## config.mk

```make
export PLATFORM = sky130hd
export DESIGN_NAME = div_8_8_seq
export DESIGN_NICKNAME = d
export VERILOG_FILES = /design/src/rtl/div_8_8_seq.sv
export SDC_FILE = /design/constraint.sdc
export NUM_CORES = 1
export LEC_CHECK = 0
export ABC_AREA = 1
export CORE_MARGIN = 2
export CORE_UTILIZATION = 58
export CTS_CLUSTER_SIZE = 40
export DETAILED_ROUTE_END_ITERATION = 7
export PLACE_DENSITY = 0.84
export SLEW_MARGIN = 20
export SYNTH_ARGS = -nofsm -noshare
export SYNTH_HDL_FRONTEND = slang
export SYNTH_SLANG_ARGS = --single-unit
export TNS_END_PERCENT = 30
```

## constraint.sdc

```tcl
create_clock -name clk -period 3.1 [get_ports clk]
set_input_delay 0.31 -clock clk [delete_from_list [all_inputs] [get_ports clk]]
set_output_delay 0.31 -clock clk [all_outputs]
set_load 0.005 [all_outputs]
```

## src/rtl/div_8_8_seq.sv

```systemverilog
// Sequential restoring divider: unsigned dividend / divisor -> quotient, remainder.
// One quotient bit per clock, start/busy/done handshake.
//   state  | meaning
//   S_IDLE | waiting for start
//   S_CALC | restoring division steps in progress
//   S_DONE | single cycle with done high; results valid
module div_8_8_seq #(
    parameter int WIDTH = 8
) (
    input  logic             clk,
    input  logic             clr_n,
    input  logic             start,
    input  logic [WIDTH-1:0] dividend,
    input  logic [WIDTH-1:0] divisor,
    output logic             busy,
    output logic             done,
    output logic [WIDTH-1:0] quotient,
    output logic [WIDTH-1:0] remainder,
    output logic             dbz
);

    localparam int CW = (WIDTH > 1) ? $clog2(WIDTH) : 1;

    typedef enum logic [1:0] {
        S_IDLE,
        S_CALC,
        S_DONE
    } state_t;

    state_t           r_state;
    logic [WIDTH-1:0] r_q;
    logic [WIDTH-1:0] r_d;
    // Partial remainder is always < D, so its top bit is constantly zero and not stored.
    logic [WIDTH-1:0] r_r;
    logic [CW-1:0]    r_cnt;
    logic             r_busy;
    logic             r_done;
    logic [WIDTH-1:0] r_quot;
    logic [WIDTH-1:0] r_rem;
    logic             r_dbz;

    state_t           w_state_nxt;
    logic [WIDTH-1:0] w_q_nxt;
    logic [WIDTH-1:0] w_d_nxt;
    logic [WIDTH-1:0] w_r_nxt;
    logic [CW-1:0]    w_cnt_nxt;
    logic             w_busy_nxt;
    logic             w_done_nxt;
    logic [WIDTH-1:0] w_quot_nxt;
    logic [WIDTH-1:0] w_rem_nxt;
    logic             w_dbz_nxt;

    logic [WIDTH:0]   w_shift;
    logic [WIDTH:0]   w_diff;
    logic             w_qbit;
    logic [WIDTH-1:0] w_r_step;
    logic [WIDTH-1:0] w_q_step;
    logic             w_last;

    assign w_shift  = {r_r, r_q[WIDTH-1]};
    assign w_diff   = w_shift - {1'b0, r_d};
    assign w_qbit   = ~w_diff[WIDTH];
    assign w_r_step = w_qbit ? w_diff[WIDTH-1:0] : w_shift[WIDTH-1:0];
    assign w_q_step = {r_q[WIDTH-2:0], w_qbit};
    assign w_last   = (r_cnt == CW'(WIDTH - 1));

    always_ff @(posedge clk or negedge clr_n) begin
        if (!clr_n) begin
            r_state <= S_IDLE;
            r_q     <= '0;
            r_d     <= '0;
            r_r     <= '0;
            r_cnt   <= '0;
            r_busy  <= 1'b0;
            r_done  <= 1'b0;
            r_quot  <= '0;
            r_rem   <= '0;
            r_dbz   <= 1'b0;
        end else begin
            r_state <= w_state_nxt;
            r_q     <= w_q_nxt;
            r_d     <= w_d_nxt;
            r_r     <= w_r_nxt;
            r_cnt   <= w_cnt_nxt;
            r_busy  <= w_busy_nxt;
            r_done  <= w_done_nxt;
            r_quot  <= w_quot_nxt;
            r_rem   <= w_rem_nxt;
            r_dbz   <= w_dbz_nxt;
        end
    end

    always_comb begin
        w_state_nxt = r_state;
        w_q_nxt     = r_q;
        w_d_nxt     = r_d;
        w_r_nxt     = r_r;
        w_cnt_nxt   = r_cnt;
        w_busy_nxt  = r_busy;
        w_done_nxt  = 1'b0;
        w_quot_nxt  = r_quot;
        w_rem_nxt   = r_rem;
        w_dbz_nxt   = r_dbz;

        case (r_state)
            S_IDLE, S_DONE: begin
                if (start) begin
                    if (divisor != '0) begin
                        w_q_nxt     = dividend;
                        w_d_nxt     = divisor;
                        w_r_nxt     = '0;
                        w_cnt_nxt   = '0;
                        w_busy_nxt  = 1'b1;
                        w_dbz_nxt   = 1'b0;
                        w_state_nxt = S_CALC;
                    end else begin
                        w_quot_nxt  = '1;
                        w_rem_nxt   = dividend;
                        w_dbz_nxt   = 1'b1;
                        w_done_nxt  = 1'b1;
                        w_busy_nxt  = 1'b0;
                        w_state_nxt = S_DONE;
                    end
                end else begin
                    w_state_nxt = S_IDLE;
                end
            end
            S_CALC: begin
                w_q_nxt   = w_q_step;
                w_r_nxt   = w_r_step;
                w_cnt_nxt = r_cnt + CW'(1);
                if (w_last) begin
                    w_quot_nxt  = w_q_step;
                    w_rem_nxt   = w_r_step;
                    w_done_nxt  = 1'b1;
                    w_busy_nxt  = 1'b0;
                    w_state_nxt = S_DONE;
                end
            end
            default: w_state_nxt = S_IDLE;
        endcase
    end

    assign busy      = r_busy;
    assign done      = r_done;
    assign quotient  = r_quot;
    assign remainder = r_rem;
    assign dbz       = r_dbz;

endmodule

```

======== After elaboration in Yosys (flattened, before gate mapping) ========
Cells that the tools add are included.
word-level totals
  bits of input ports ..................... 19
  flip-flop bits (word level) ............. 48
cells by class
  bitwise operators ....................... 1
  multiplexer cells ....................... 30
  reduce and logical (&&, ||, !) cells .... 9
  equal/unequal tests ..................... 7
  $add $sub $neg .......................... 2
operator list
  kind                                                                    number
  8-bit 2-to-1 mux                                                        11
  8-bit case mux with 2 select lines                                      4
  3-bit AND reduction                                                     3
  9-bit by 8-bit subtractor with 9-bit output                             1
  2-bit != test (second input constant)                                   4
  8-bit nonzero test                                                      1
  1-bit 2-to-1 mux                                                        6
  2-bit 2-to-1 mux                                                        3
  3-bit 2-to-1 mux                                                        2
  3-bit case mux with 2 select lines                                      1
  1-bit case mux with 2 select lines                                      2
  2-bit case mux with 2 select lines                                      1
  4-bit AND reduction                                                     1
  3-bit by 1-bit adder with 3-bit output (second input constant)          1
  3-bit equality test (second input constant)                             1
  2-bit by 1-bit equality test with 1-bit output (second input constant)  1
  2-bit equality test (second input constant)                             1
  2-bit zero test                                                         1
  2-bit AND reduction                                                     1
  2-bit nonzero test                                                      1
  2-bit OR reduction                                                      1
  1-bit inverter                                                          1

======== Depth between registers and ports, before layout ========
  word-level depth ........................ 4
  mapped depth ............................ 14
  depth with buffers taken out ............ 14

======== Worst setup path after synthesis ========
Ideal clock, no wire load.
  kind .................................... reg2reg
  start point ............................. register r_q[7]
  end point ............................... register r_rem[1], in the netlist remainder[1]
  setup time .............................. 0.113 ns
  arrival ................................. 1.688 ns
  slack ................................... 1.300 ns
  stages on the path, launching flop included .. 15
  period minus slack after synthesis ...... 1.800 ns
  path buffers ............................ 0
  data required time ...................... 2.987 ns
  path through ............................ dfrtp_1 -> inv_1 -> ha_1 -> inv_1 -> fa_1 -> nand2_1 -> nand2_1 -> nand3_2 -> nand2_2 -> nand2_2 -> nand2_4 -> nand3_1 -> nand3_1 -> nand2_1 -> inv_1
between the ends
  cells in the longest elaborated chain, start to end .. 4
RTL lines
  what                                         line  RTL
  start: declaration                           31    logic [WIDTH-1:0] r_q;
  start signal: assignment                     81    r_q <= w_q_nxt;
  9-bit by 8-bit subtractor with 9-bit output  61    assign w_diff = w_shift - {1'b0, r_d};
  8-bit 2-to-1 mux                             63    assign w_r_step = w_qbit ? w_diff[WIDTH-1:0] : w_shift[WIDTH-1:0];
  8-bit 2-to-1 mux                             132   if (w_last) begin
  8-bit case mux with 2 select lines           105   case (r_state)
  end signal: assignment                       88    r_rem <= w_rem_nxt;
  end: declaration                             39    logic [WIDTH-1:0] r_rem;
No other way between the ends. The select of a mux whose other input is x is not followed.
A chain may end at the register's enable or synchronous reset.

======== Worst setup path after layout ========
Same ends and word-level chain as after synthesis.

==> key figures <==
Timing
  – Slew Viols, Final: 0
  – Max Clk Rate: 474 MHz
  – Fin Setup TNS: 0 ns
  – RSZ-0062 raised after global routing: no
  – Final setup vio count: 0
  – Clock Skews: 0.00724 ns
  – Final Worst Setup Slack: 0.989 ns
  – Fin crit share: 68.1%
  – Final min period: 2.11 ns
  – Hold WS: 0.0108 ns
  – Worst-margin pin slew: 0.611 ns
  – Hold Violations, Final: 0
  – Max-slew headroom: 59.2%

Yosys
  – Cell area after synthesis: 2620 sq um
  – Sequential fraction of the synthesis area: 45.9%
  – Top-count cell post-synth: nand2_1
  – Yosys cell types: 35
  – Net Count, Synth: 350
  – Syn Inst Count: 320
  – Synth top area share: 45.9%
  – Synth top area cells: dfrtp_1 (46%), nand2_1 (10%), nand3_1 (7.7%)
  – Synth Area per Inst: 8.17 sq um
  – Ys flop type: dfrtp_1
  – Post-synth top area cell: dfrtp_1
  – Ys async rst share: 100%
  – EDFF count, synth: 0
  – Synth top cells by count: nand2_1 (71), inv_1 (50), dfrtp_1 (48)
  – FF+latch count, synth: 48
  – Ys Warns: 0

Outcome
  – Outcome: finished clean

Power
  – Power Total: 3.58 mW
  – Leak: 1.56 nW
  – Worst vdd ir: 0.516 mV
  – Total power per unit cell area: 1150 nW/um^2

Critical path
  – CP Class: reg2reg
  – Worst Path Buf+Inv: 3
  – CP startpoint kind: flop
  – Crit path DAT: 2.36 ns
  – Max incr delay on CP: 0.41 ns
  – CP Max Fanout: 10
  – Worst-path cell chain: inv_1, ha_1, inv_1, fa_1, nand2_1, nand2_1, nand3_2, nand3_1, nand2_4, nand3_1, nand3_1, nand2_1, inv_1
  – CP top delay family: simple AND/OR/NAND/NOR gates
  – Crit end category: flop
  – Required @ worst endpoint: 3.35 ns
  – CP max-delay cell: fa_1

Finish
  – FF+latch area: 1200 sq um
  – Fraction of layout cells with a size suffix above 1: 9.22%
  – Area grow syn2layout: 18.8%
  – Fillers: 318
  – Multi-input logic area: 1140 sq um
  – Nets: 387
  – ANT cells: 0
  – Fin util: 71.4%

Placed design
  – Detailed placement HPWL: 4280 um
  – GP Congestion: 0.833
  – Port-buffer cells: 37
  – Setup WS pre-CTS: 0.877 ns

Drt
  – Vias per cell: 5.48
  – DR pass1 iterations: 5
  – Remaining antenna violation count: 0
  – Vias post-DR: 2246
  – Remaining DRCs: 0
  – First DRT Iteration DRCs: 211
  – Routed WL: 5840 um
  – WL per Instance: 14.2 um

Clock network
  – Hold buffers post-CTS: 0
  – Worst skew pair latency: 0.30 ns
  – Root Buffer: clkbuf_8
  – TritonCTS clock tree: built
  – Worst-path clk slew: 0.09 ns
  – Setup repair bufs after CTS: 0
  – # clock sinks: 48
  – Cts bufs inserted: 5
  – Post-CTS resize count: 0
  – H-tree levels: 2
  – Longest Clk Path Bufs: 2

Floorplanning
  – Io pins: 38
  – Starting Density: 60.1%
  – DIE AREA: 5060 sq um
  – Core Area: 4350 sq um
  – Die height: 71.1 um
  – Row cnt: 24
  – Die W: 71.1 um

GRT
  – First-pass GRT wire length: 9810 um
  – Largest net degree at the start of global routing: 49
  – Vias in the first global route: 2196
  – GRT Total Usage: 25.0%
  – Gr ovfl total: 0
  – Antenna violations before repair: 0

Run
  – Max-cap violations: 0

Hold path
  – Min-delay worst type: in2async
## logic make-up after synthesis
group	Yosys count	synth area share, %
AO/OA/AOI/OAI	42	10.2
adder cells (fa/ha/maj)	11	5.55
XOR/XNOR	3	1.00
flip-flops	48	45.9
AND/OR/NAND/NOR	153	27.0
buffers and inverters	63	10.3
## where the power goes
part           internal (mW)  switching (mW)
Sequential             0.921           0.158
Combinational          0.824            1.23
Clock                  0.240           0.207
Total                   1.98            1.59
## flip-flops by register name (all words and copies together), names as in the netlist
register and count:
r_state 2, busy 1, remainder 8, r_r 8, dbz 1, done 1
r_q 8, quotient 8, r_cnt 3, r_d 8
## worst paths after layout
path	start	cells past startpoint	endpoint	slack (ns)
max in group asynchronous	clr_n	1	r_d[0]$_DFFE_PN0P_	2.67
hold reg to reg	r_d[0]$_DFFE_PN0P_	2	r_d[0]$_DFFE_PN0P_	0.48
setup / recovery	r_q[7]$_DFFE_PN0P_	13	remainder[1]$_DFFE_PN0P_	0.99
min in group clk	r_d[0]$_DFFE_PN0P_	2	r_d[0]$_DFFE_PN0P_	0.48
setup reg to reg	r_q[7]$_DFFE_PN0P_	13	remainder[1]$_DFFE_PN0P_	0.99
hold / removal	clr_n	1	dbz$_DFFE_PN0P_	0.01
## per-layer routing
metal,GRT usage (%),wire length [um],up-vias
li1,-,-,1091
met1,30.8,2350,1071
met2,44.0,3100,75
met3,5.70,296,9
met4,7.13,91,0
met5,0,0,-
## per-stage QoR
step / instances / cell area (sq um)
after floorplan: 320 / 2620
after global placement: 402 / 3000
after detailed placement: 402 / 3000
after CTS: 410 / 3100
after global routing: 410 / 3110
final: 410 / 3110
## cells in the final DEF, fill, tap and decap left out, types with 2 or more instances in the layout
cell and n:
a22o_1 2, nand2_1 71, xor2_1 2, nor2_1 22
nand3_1 40, o211ai_1 2, clkdlybuf4s50_1 36, a21oi_2 4
a21oi_1 6, clkbuf_8 5, o21ai_0 17, a22oi_1 4
a31oi_1 3, nand2_2 3, ha_1 10, o21ai_1 2
dfrtp_1 48, inv_1 50, or2_2 3, buf_4 3
nor2_2 3, inv_2 3, or2_1 4, nand2_4 2
## cell type report
type,instances,area share (%)
flip-flops and latches,48,38.7
multi-input cells,209,36.9
well taps,52,2.09
inverters,54,6.60
clock buffers,6,2.34
repair buffers,39,12.3
clock inverters,2,1.13
(Power assumes the default switching activity.)
